==> src/rtl/rv_enc_pkg.sv <==
// Shared opcode constants, error codes and immediate ranges for the RV instruction encoder.
package rv_enc_pkg;

    localparam logic [6:0] OP_LOAD   = 7'b0000011;
    localparam logic [6:0] OP_IMM    = 7'b0010011;
    localparam logic [6:0] OP_BRANCH = 7'b1100011;
    localparam logic [6:0] OP_LUI    = 7'b0110111;

    typedef enum logic [1:0] {
        ERR_NONE   = 2'd0,
        ERR_OPCODE = 2'd1,
        ERR_RANGE  = 2'd2,
        ERR_ALIGN  = 2'd3
    } err_code_e;

    localparam int I_MIN = -2048;
    localparam int I_MAX = 2047;
    localparam int B_MIN = -4096;
    localparam int B_MAX = 4094;

endpackage

==> src/rtl/enc_fifo.sv <==
// Output FIFO for encoded words; head entry is presented directly from storage (no extra latency).
module enc_fifo #(
    parameter int DEPTH = 2,
    parameter int WIDTH = 64
) (
    input  logic             clk,
    input  logic             reset,
    input  logic             push,
    input  logic [WIDTH-1:0] push_data,
    output logic             full,
    input  logic             pop,
    output logic             out_valid,
    output logic [WIDTH-1:0] out_data
);

    localparam int PTR_W = (DEPTH > 1) ? $clog2(DEPTH) : 1;
    localparam int CNT_W = $clog2(DEPTH + 1);
    localparam logic [PTR_W-1:0] LAST_PTR = PTR_W'(DEPTH - 1);
    localparam logic [CNT_W-1:0] FULL_CNT = CNT_W'(DEPTH);

    logic [WIDTH-1:0] mem_q [DEPTH];
    logic [WIDTH-1:0] mem_d [DEPTH];
    logic [PTR_W-1:0] rd_ptr_q, rd_ptr_d;
    logic [PTR_W-1:0] wr_ptr_q, wr_ptr_d;
    logic [CNT_W-1:0] count_q, count_d;
    logic             do_push, do_pop;

    // Pointers wrap explicitly so non-power-of-two depths work.
    function automatic logic [PTR_W-1:0] next_ptr(input logic [PTR_W-1:0] p);
        return (p == LAST_PTR) ? '0 : p + PTR_W'(1);
    endfunction

    assign full      = (count_q == FULL_CNT);
    assign out_valid = (count_q != '0);
    assign out_data  = out_valid ? mem_q[rd_ptr_q] : '0;
    assign do_push   = push && !full;
    assign do_pop    = pop && out_valid;

    always_comb begin
        mem_d    = mem_q;
        rd_ptr_d = rd_ptr_q;
        wr_ptr_d = wr_ptr_q;
        count_d  = count_q;
        if (do_push) begin
            mem_d[wr_ptr_q] = push_data;
            wr_ptr_d        = next_ptr(wr_ptr_q);
        end
        if (do_pop) begin
            rd_ptr_d = next_ptr(rd_ptr_q);
        end
        if (do_push && !do_pop) begin
            count_d = count_q + CNT_W'(1);
        end else if (do_pop && !do_push) begin
            count_d = count_q - CNT_W'(1);
        end
    end

    always_ff @(posedge clk or posedge reset) begin
        if (reset) begin
            rd_ptr_q <= '0;
            wr_ptr_q <= '0;
            count_q  <= '0;
        end else begin
            rd_ptr_q <= rd_ptr_d;
            wr_ptr_q <= wr_ptr_d;
            count_q  <= count_d;
        end
    end

    always_ff @(posedge clk) begin
        mem_q <= mem_d;
    end

endmodule

==> src/rtl/inst_encoder.sv <==
// Encodes I/B/U-type RISC-V requests into 32-bit words with range checks, error reporting
// and a buffered, address-tagged output stream.
module inst_encoder
    import rv_enc_pkg::*;
#(
    parameter logic [31:0] BASE_ADDR = 32'h0000_0000,
    parameter int          DEPTH     = 2
) (
    input  logic        clk,
    input  logic        reset,
    input  logic        in_valid,
    output logic        in_ready,
    input  logic [6:0]  in_opcode,
    input  logic [4:0]  in_rd,
    input  logic [4:0]  in_rs1,
    input  logic [4:0]  in_rs2,
    input  logic [2:0]  in_funct3,
    input  logic [31:0] in_imm,
    output logic        out_valid,
    input  logic        out_ready,
    output logic [31:0] out_inst,
    output logic [31:0] out_addr,
    output logic        err_valid,
    output logic [1:0]  err_code,
    output logic [7:0]  err_cnt
);

    logic signed [31:0] imm_s;
    logic [31:0]        enc_word;
    err_code_e          enc_err;
    logic               accept, push, reject, fifo_full;
    logic [63:0]        fifo_out;

    logic [31:0] addr_q, addr_d;
    logic        err_valid_q, err_valid_d;
    err_code_e   err_code_q, err_code_d;
    logic [7:0]  err_cnt_q, err_cnt_d;

    assign imm_s = $signed(in_imm);

    // Error priority: opcode, then range, then alignment.
    always_comb begin
        enc_word = '0;
        enc_err  = ERR_NONE;
        case (in_opcode)
            OP_LOAD, OP_IMM: begin
                enc_word = {in_imm[11:0], in_rs1, in_funct3, in_rd, in_opcode};
                if (imm_s < I_MIN || imm_s > I_MAX) enc_err = ERR_RANGE;
            end
            OP_BRANCH: begin
                enc_word = {in_imm[12], in_imm[10:5], in_rs2, in_rs1, in_funct3,
                            in_imm[4:1], in_imm[11], in_opcode};
                if (imm_s < B_MIN || imm_s > B_MAX) enc_err = ERR_RANGE;
                else if (in_imm[0])                 enc_err = ERR_ALIGN;
            end
            OP_LUI: begin
                enc_word = {in_imm[31:12], in_rd, in_opcode};
                if (in_imm[11:0] != '0) enc_err = ERR_ALIGN;
            end
            default: enc_err = ERR_OPCODE;
        endcase
    end

    assign in_ready = !fifo_full;
    assign accept   = in_valid && in_ready;
    assign push     = accept && (enc_err == ERR_NONE);
    assign reject   = accept && (enc_err != ERR_NONE);

    always_comb begin
        addr_d      = push ? addr_q + 32'd4 : addr_q;
        err_valid_d = reject;
        err_code_d  = reject ? enc_err : ERR_NONE;
        err_cnt_d   = (reject && err_cnt_q != 8'hFF) ? err_cnt_q + 8'd1 : err_cnt_q;
    end

    always_ff @(posedge clk or posedge reset) begin
        if (reset) begin
            addr_q      <= BASE_ADDR;
            err_valid_q <= 1'b0;
            err_code_q  <= ERR_NONE;
            err_cnt_q   <= '0;
        end else begin
            addr_q      <= addr_d;
            err_valid_q <= err_valid_d;
            err_code_q  <= err_code_d;
            err_cnt_q   <= err_cnt_d;
        end
    end

    enc_fifo #(
        .DEPTH (DEPTH),
        .WIDTH (64)
    ) u_fifo (
        .clk       (clk),
        .reset     (reset),
        .push      (push),
        .push_data ({enc_word, addr_q}),
        .full      (fifo_full),
        .pop       (out_valid && out_ready),
        .out_valid (out_valid),
        .out_data  (fifo_out)
    );

    assign out_inst  = fifo_out[63:32];
    assign out_addr  = fifo_out[31:0];
    assign err_valid = err_valid_q;
    assign err_code  = err_code_q;
    assign err_cnt   = err_cnt_q;

endmodule

==> config.mk <==
export PLATFORM = sky130hd
export DESIGN_NAME = inst_encoder
export DESIGN_NICKNAME = d
export VERILOG_FILES = /design/src/rtl/rv_enc_pkg.sv /design/src/rtl/enc_fifo.sv /design/src/rtl/inst_encoder.sv
export SDC_FILE = /design/constraint.sdc
export NUM_CORES = 1
export LEC_CHECK = 0
export CORE_MARGIN = 5
export CORE_UTILIZATION = 35
export CTS_CLUSTER_DIAMETER = 200
export DETAILED_ROUTE_END_ITERATION = 8
export GPL_ROUTABILITY_DRIVEN = 0
export PLACE_DENSITY = 0.62
export SYNTH_ARGS = -nofsm -noshare
export SYNTH_HDL_FRONTEND = slang
export SYNTH_SLANG_ARGS = --single-unit
==> constraint.sdc <==
create_clock -name clk -period 5.7 [get_ports clk]
set_input_delay 1.14 -clock clk [delete_from_list [all_inputs] [get_ports clk]]
set_output_delay 1.14 -clock clk [all_outputs]
set_load 0.02 [all_outputs]
==> impl_metrics.py <==
metrics = {
    "run_status": {
        "outcome": "completed",
    },
    "route": {
        "dr.pass1.iters": 6,
        "via_per_inst": 5.019,
        "vias": 4763,
        "drc": 0,
        "drt-wirelength-per-cell_um": 17.77,
        "postRouteAntennaNets": 0,
        "drt_iter0_drc": 273,
        "totalWireLength_um": 16860,
    },
    "floorplanning": {
        "dieArea_sq_um": 24020,
        "io_pins": 138,
        "core_region_area_sq_um": 20890,
        "die_w_um": 155.0,
        "initial_core_util": 0.3522,
        "rows": 53,
        "die_h_um": 155.0,
    },
    "timing": {
        "period_needed_ns": 4.157,
        "relSlewSlack": 0.2529,
        "skew_ns": 0.01072,
        "fmax_mhz": 240.5,
        "final_hold_viol_count": 0,
        "rsz0062_at_grt": "no",
        "tightestPinTransition_ns": 1.121,
        "final.period_utilization": 0.7293,
        "finalSetupViolCount": 0,
        "slew_viol_final": 0,
        "layout_setup_ws_ns": 1.543,
        "fin_setup_tns_ns": 0,
    },
    "synthesis": {
        "yosys-top-cells-count": "edfxtp_1 (124), nor2_1 (72), mux2i_1 (62)",
        "postSynthCellCount": 526,
        "synth-edff-count": 124,
        "synth_seq_cells": 169,
        "synth.distinct_cells": 52,
        "synth.top_cell.area_share": 0.5061,
        "synth_area_sq_um": 7357,
        "syn_avg_cell_area_sq_um": 13.99,
        "ys.flop_type": "edfxtp_1",
        "ys_warn_count": 0,
        "async_flop_share": 0.2663,
        "synth_area_leaders": "edfxtp_1 (51%), dfrtp_1 (15%), mux2i_1 (8.4%)",
        "ys_seq_area_frac": 0.6592,
        "yosysMostFrequentCell": "edfxtp_1",
        "synth_top_area_cell": "edfxtp_1",
    },
    "setup_path": {
        "critPathMaxFanout": 35,
        "crit_arrival_ns": 4.27,
        "critical_path_class": "in -> reg",
        "critPathRequiredTime_ns": 5.81,
        "cp-end-kind": "flop",
        "critPathLaunchType": "input pin",
    },
    "placed_design": {
        "pre_cts_slack_ns": 1.074,
        "postPlaceCellArea_sq_um": 8985,
        "portBuffers": 135,
        "dp_hpwl_um": 12050,
    },
    "power_and_ir_drop": {
        "pwr-share-comb": 0.365,
        "p_per_area_nw_per_um2": 434.8,
        "internal-power_w": 0.002723,
        "power_frac_seq": 0.372,
        "power_switching_w": 0.001429,
        "p_leak_nw": 3.642,
        "finalPower_w": 0.004152,
        "vdd_drop_max_uv": 330.5,
        "clkPwrFrac": 0.263,
        "swShare": 0.3441,
    },
    "clock_network": {
        "cts_sinks": 169,
        "clock_latency_ns": 0.43,
        "cts_tree": "built",
        "cts_max_path_buffers": 2,
        "root_buffer": "clkbuf_16",
        "clkTransAtPathRegs_ns": 0.07,
        "h-tree-depth": 4,
        "postCtsSetupBuffers": 0,
        "cts_hold_buf": 0,
        "cts_resized": 0,
        "numCtsBuffers": 17,
    },
    "global_route": {
        "grt_pass1_vias": 4957,
        "globalRoute.totalOverflow": 0,
        "grt_pass1_wl_um": 27080,
        "antenna_found_initial": 0,
        "grt_max_degree": 64,
        "track_usage": 0.1433,
    },
    "finish": {
        "multiInputGateArea_sq_um": 2345,
        "drive_gt1_frac": 0.09347,
        "final_area_sq_um": 9548,
        "syn_to_final_growth_pct": 29.78,
        "regArea_sq_um": 4853,
        "nFillCells": 1866,
        "nets": 725,
        "insertedDiodeCount": 0,
        "fin_util": 0.4571,
    },
    "run": {
        "cap_violations": 0,
    },
    "worst_hold_path": {
        "holdCritPathClass": "reg -> reg",
    },
}
## per-stage QoR
| step | hold WS [ns] | instances |
|---|---|---|
| 2_1_floorplan | 0.4578 | 529 |
| 5_1_grt | 0.5239 | 949 |
| 3_3_place_gp | 0.4864 | 917 |
| 6_report | 0.5044 | 949 |
| 3_5_place_dp | 0.4847 | 917 |
| 4_1_cts | 0.5025 | 949 |
## registers in the layout, indices dropped and copies added, names as in the netlist
signal and cells:
err_valid 1, err_code 2, u_fifo.mem_q 124, addr_q 30, u_fifo.rd_ptr_q 1, u_fifo.wr_ptr_q 1, u_fifo.count_q 2, err_cnt 8
## layer usage
metal  global-route usage  vias up  routed length [um]
met5                    0        -                   0
met4              0.06981        0                 590
met3              0.02559       35                 700
met2               0.2458      127                8671
met1               0.1744     2366                6896
li1                     -     2235                   -
## power groups by stage
stage / Clock [W] / Sequential, W / Combinational, W
3_5_place_dp: 0 / 0.00157 / 0.00154
4_1_cts: 0.00111 / 0.00155 / 0.00155
3_3_place_gp: 0 / 0.00157 / 0.00153
2_1_floorplan: 0 / 0.00147 / 0.000873
5_1_grt: 0.00116 / 0.00156 / 0.00161
6_report: 0.00109 / 0.00154 / 0.00152
## cell type report
type                       count  share of cell area
multi-input combinational    322              0.2456
sequential                   169              0.5083
clock inverter                15             0.01441
timing repair buffer         140              0.1468
clock buffer                  17             0.04456
tap                          275             0.03604
inverter                      11            0.004324
## worst max-delay path, stage by stage
cell and delay, ns:
clkdlybuf4s50_1 0.53, nand4_1 0.13, or4_4 0.57, nor3_1 0.19
o22a_2 0.28, and2_4 0.37, and3_2 0.72, buf_12 0.31
## placed cells by master (no fill, tap or decap), types with 4 or more instances in the layout
cell type        netlist  layout
nand2_1                9       9
xnor2_1               30      30
conb_1                 1       4
mux2i_1               62      62
nand3_2                7       7
edfxtp_1             124     124
nand4_1               17      17
buf_4                  2       4
a22o_1                19      19
nor3_1                 7       7
clkbuf_16              0      17
and3_1                14      13
dfrtp_1               45      44
nor4_1                 9       9
nand3_1               14      14
a222oi_1               6       6
clkdlybuf4s50_1        0     135
xor2_1                10      10
nor2_1                72      70
a21oi_1                4       4
inv_6                  0       6
inv_1                 11      10
## cell families after synthesis
kind of cell    count (synthesis)  share of synthesized area
other cells                     1                  0.0005097
simple gates                  174                     0.1301
fa+ha+maj                       3                   0.005103
compound gates                 36                    0.04099
xor+xnor                       41                    0.04983
flops                         169                     0.6592
mux                            64                    0.08844
buf+inv                        38                    0.02585
## final timing paths
check,slack (ns),start,to,cells past startpoint
worst min-delay path,0.50,err_cnt[7],err_cnt[7],1
worst min register to register,0.50,err_cnt[7],err_cnt[7],1
worst max-delay path,1.54,in_imm[12],u_fifo.mem_q[28],8
max in group asynchronous,3.70,reset,u_fifo.rd_ptr_q,2
min in group asynchronous,1.29,reset,addr_q[12],2
worst max register to register,3.17,u_fifo.count_q[0],addr_q[21],7
(Power assumes the default switching activity.)
==> edit 1, RTL diff (config.mk and constraints unchanged) <==
`DEPTH` is set to 2 in 2 places; all go to 4.
--- a/src/rtl/enc_fifo.sv
+++ b/src/rtl/enc_fifo.sv
@@ -1,5 +1,5 @@
 // Output FIFO for encoded words; head entry is presented directly from storage (no extra latency).
 module enc_fifo #(
-    parameter int DEPTH = 2,
+    parameter int DEPTH = 4,
     parameter int WIDTH = 64
 ) (
--- a/src/rtl/inst_encoder.sv
+++ b/src/rtl/inst_encoder.sv
@@ -5,5 +5,5 @@
 #(
     parameter logic [31:0] BASE_ADDR = 32'h0000_0000,
-    parameter int          DEPTH     = 2
+    parameter int          DEPTH     = 4
 ) (
     input  logic        clk,
Function: changed (Yosys sat finds a counterexample within 4 cycles, from zero or initial values and one cycle with reset high).
==> edit 1 against the original RTL <==
  * Sequential power is 68% higher
  * Clock power is 75% higher
  * Synthesized area is 66% higher
  * Combinational power is 32% higher
  * Critical path type is now reg2out
  * Via count is 39% higher
  * Design area is 59% higher
  * Critical endpoint is now out_inst[11]
  * Global-route usage is 0.56 points lower
  * Sequential cell count is 127 higher
  * Total power is 56% higher
  * Worst setup slack worse by 0.18 ns
  * Synthesized cell count is 30% higher
  * Largest cell class unchanged
  * Wire length is 61% higher
==> edit 1: results (changes against the original RTL) <==
synth:
  ys_async_sr_fraction_pct: 16.22  # was 26.63%
  synthTopCellsByArea: "edfxtp_1 (61%), mux4_2 (11%), dfrtp_1 (9.8%)"  # was edfxtp_1 (51%), dfrtp_1 (15%), mux2i_1 (8.4%)
  synth_edf_count: 248  # was 124
global_route:
  grt_max_degree: 59  # was 64
  grt_pass1_vias: 6896  # was 4957
pwr:
  p_int_uw: 4596  # was 2723 uW
  pwr-share-seq_pct: 39.8  # was 37.2%
route:
  wire_per_inst_um: 20.60  # was 17.77 um
final_layout:
  fillers: 3046  # was 1866
  sh_seq_area_pct: 56.93  # was 50.83%
  drive_gt1_share_pct: 16.67  # was 9.347%
  clk_share_pct: 6.445  # was 5.897%
  clock_buffers: 43  # was 17
  buf_share_pct: 10.01  # was 14.68%
  num-nonclk-buffers: 151  # was 140
  multi_input_area_share_pct: 22.60  # was 24.56%
  nNetsFinal: 911  # was 725
timing:
  maxSlewHeadroom_pct: 34.05  # was 25.29%
clock_tree:
  cts_buffers: 29  # was 17
  cts_buffer_depth: 3  # was 2
  ctsHtreeMaxLevel: 1  # was 4
run_status:
  outcome: "completed"  # unchanged
placement:
  dpl.hpwl_mm: 17.83  # was 12.05 mm
min_path:
  hp-start: "u_fifo.count_q[2]"  # was err_cnt[7]
setup_path:
  end_kind: "primary output"  # was register
  cp_max_fo: 31  # was 35
  startpoint: "u_fifo.rd_ptr_q[0]"  # was in_imm[12]
  worstReg2RegStart: "addr_q[4]"  # was u_fifo.count_q[0]
  r2r_slack_ns: 2.80  # was 3.17 ns
  cp_slowest_cell: "dfrtp_4"  # was and3_2
==> edit 1: kinds of logic after synthesis <==
family	count (synthesis)	share of synthesized area [%]
adder cells (fa/ha/maj)	9	0.9817
AO/OA/AOI/OAI	40	2.740
multiplexers	66	11.78
XOR/XNOR	38	2.720
flip-flops	296	70.68
other	1	0.03065
buffers and inverters	43	1.452
AND/OR/NAND/NOR	193	9.612
==> edit 1: stage by stage <==
step / setup slack, ns / total power [uW] / area (um2)
after global routing: 1.153 / 6800 / 15200
after CTS: 1.266 / 6601 / 15200
after floorplan: 0.9466 / 3771 / 12250
final: 1.358 / 6497 / 15200
after detailed placement: 1.196 / 4687 / 14220
after global placement: 1.219 / 4683 / 14220
==> edit 1: per-layer routing <==
metal  wire [um]  GRT usage [%]  share of wire [%]
met1       11210          17.69                 41
met2       14210          24.51                 52
met3        1053          1.897                3.9
met4         693          3.903                2.6
met5           0              0                  0
==> edit 2, RTL diff (same flow settings) <==
Without the edit above. Put one more register stage on the output `err_valid`. The value now appears one clock later. The other outputs are not delayed to match.
--- a/src/rtl/inst_encoder.sv
+++ b/src/rtl/inst_encoder.sv
@@ -104,5 +104,7 @@
     assign out_inst  = fifo_out[63:32];
     assign out_addr  = fifo_out[31:0];
-    assign err_valid = err_valid_q;
+    always_ff @(posedge clk) begin
+        err_valid <= err_valid_q;
+    end
     assign err_code  = err_code_q;
     assign err_cnt   = err_cnt_q;
Check against the original RTL: not equivalent (Yosys sat finds a counterexample within 4 cycles, from zero or initial values and one cycle with reset high).
==> edit 2 against the original RTL <==
  * Largest cell class unchanged
  * Synthesized area is 0.27% higher
  * Worst setup slack worse by 0.0048 ns
  * Synthesized cell count increased by 0.19%
  * Wire length down 0.91%
  * Total power down 0.39%
  * Sequential cell count is 1 higher
  * Hold slack got worse by 0.13 ns
  * Design area grew 0.29%
==> edit 2: results (changes against the original RTL) <==
run_status:
  outcome: "completed"  # unchanged
synth:
  synth_seq_area_share_pct: 66.01  # was 65.92%
  ys_types: 53  # was 52
  ys_async_sr_fraction_pct: 26.47  # was 26.63%
  synth_fa_ha_area_share_pct: 0.5088  # was 0.5102%
  synth_compound_area_share_pct: 4.088  # was 4.099%
global_route:
  met2_usage_pct: 23.71  # was 24.58%
  gr-usage-met3_pct: 2.726  # was 2.559%
  grt_pass1_wl_mm: 26.36  # was 27.08 mm
  gr-usage-met1_pct: 17.34  # was 17.44%
  grt_pass1_vias: 4782  # was 4957
  grt.total_usage_pct: 13.99  # was 14.33%
placement:
  dpl.hpwl_mm: 12.02  # was 12.05 mm
  post-place-ws_ns: 1.089  # was 1.074 ns
final_layout:
  drive_gt1_share_pct: 9.199  # was 9.347%
pwr:
  peakVddDrop_mv: 0.2819  # was 0.3305 mV
  leakagePower_uw: 0.003658  # was 0.003642 uW
  p_int_uw: 2735  # was 2723 uW
timing:
  clock_skew_ns: 0.005665  # was 0.01072 ns
min_path:
  hold_depth: 0  # was 1
  min_to: "err_valid"  # was err_cnt[7]
  hp-start: "err_valid_q"  # was err_cnt[7]
route:
  drtIter0Drc: 325  # was 273
  dr_wl_met2_mm: 8.442  # was 8.671 mm
  wire_per_inst_um: 17.60  # was 17.77 um
  met1Wirelength_mm: 7.084  # was 6.896 mm
  met3WireLength_um: 645  # was 700 um
setup_path:
  r2r-end: "addr_q[31]"  # was addr_q[21]
  r2r_slack_ns: 3.20  # was 3.17 ns
  cp_slowest_cell: "nor2_4"  # was and3_2
  max_stage_delay_ns: 0.52  # was 0.72 ns
clock_tree:
  post_cts_buffers: 0  # unchanged
  clk-insertion-delay-late_ns: 0.41  # was 0.43 ns
-- edit 2: final cells by class --
class                      count  area, um2
fill                        1867      11310
sequential                   170       4873
multi-input combinational    322       2345
timing repair buffer         139       1406
clock buffer                  20      478.0
tap                          275      344.1
clock inverter                12      87.58
inverter                      11      41.29
-- edit 2: through the flow --
stage          hold WS (ns)  cells
5_1_grt              0.3825    949
4_1_cts              0.3690    949
3_3_place_gp         0.3418    917
3_5_place_dp         0.3340    917
6_report             0.3734    949
2_1_floorplan        0.3242    530
-- edit 2: worst register-to-register path: cells and delay by family (launching register included) --
family                    cells  cell delay (ns)
and+or+nand+nor               6             1.79
xor gates and xnor gates      1             0.15
DFF                           1             0.45
-- edit 2: worst max path at each step --
| stage | from | end | slack, ns |
|---|---|---|---|
| floorplan | in_imm[12] | u_fifo.mem_q[100] | 0.10 |
| finish | in_imm[22] | u_fifo.mem_q[102] | 1.54 |
| CTS | in_imm[12] | u_fifo.mem_q[102] | 1.53 |
| global placement | in_imm[12] | u_fifo.mem_q[112] | 1.18 |
| global route | in_imm[22] | u_fifo.mem_q[102] | 1.38 |
| detailed placement | in_imm[12] | u_fifo.mem_q[113] | 1.09 |
-- edit 2: kinds of logic after synthesis --
| kind of cell | after synthesis |
|---|---|
| buffers and inverters | 38 |
| adders and majority gates | 3 |
| DFF | 170 |
| xor gates and xnor gates | 41 |
| AOI/OAI and AO/OA | 36 |
| other | 1 |
| and+or+nand+nor | 174 |
| muxes | 64 |
-- edit 2: power groups by stage --
stage,Clock (uW),Combinational [uW],Sequential [uW]
final,1070,1510,1550
after global routing,1150,1620,1570
after CTS,1090,1550,1560
after detailed placement,0,1540,1580
after global placement,0,1540,1580
after floorplan,0,873,1470
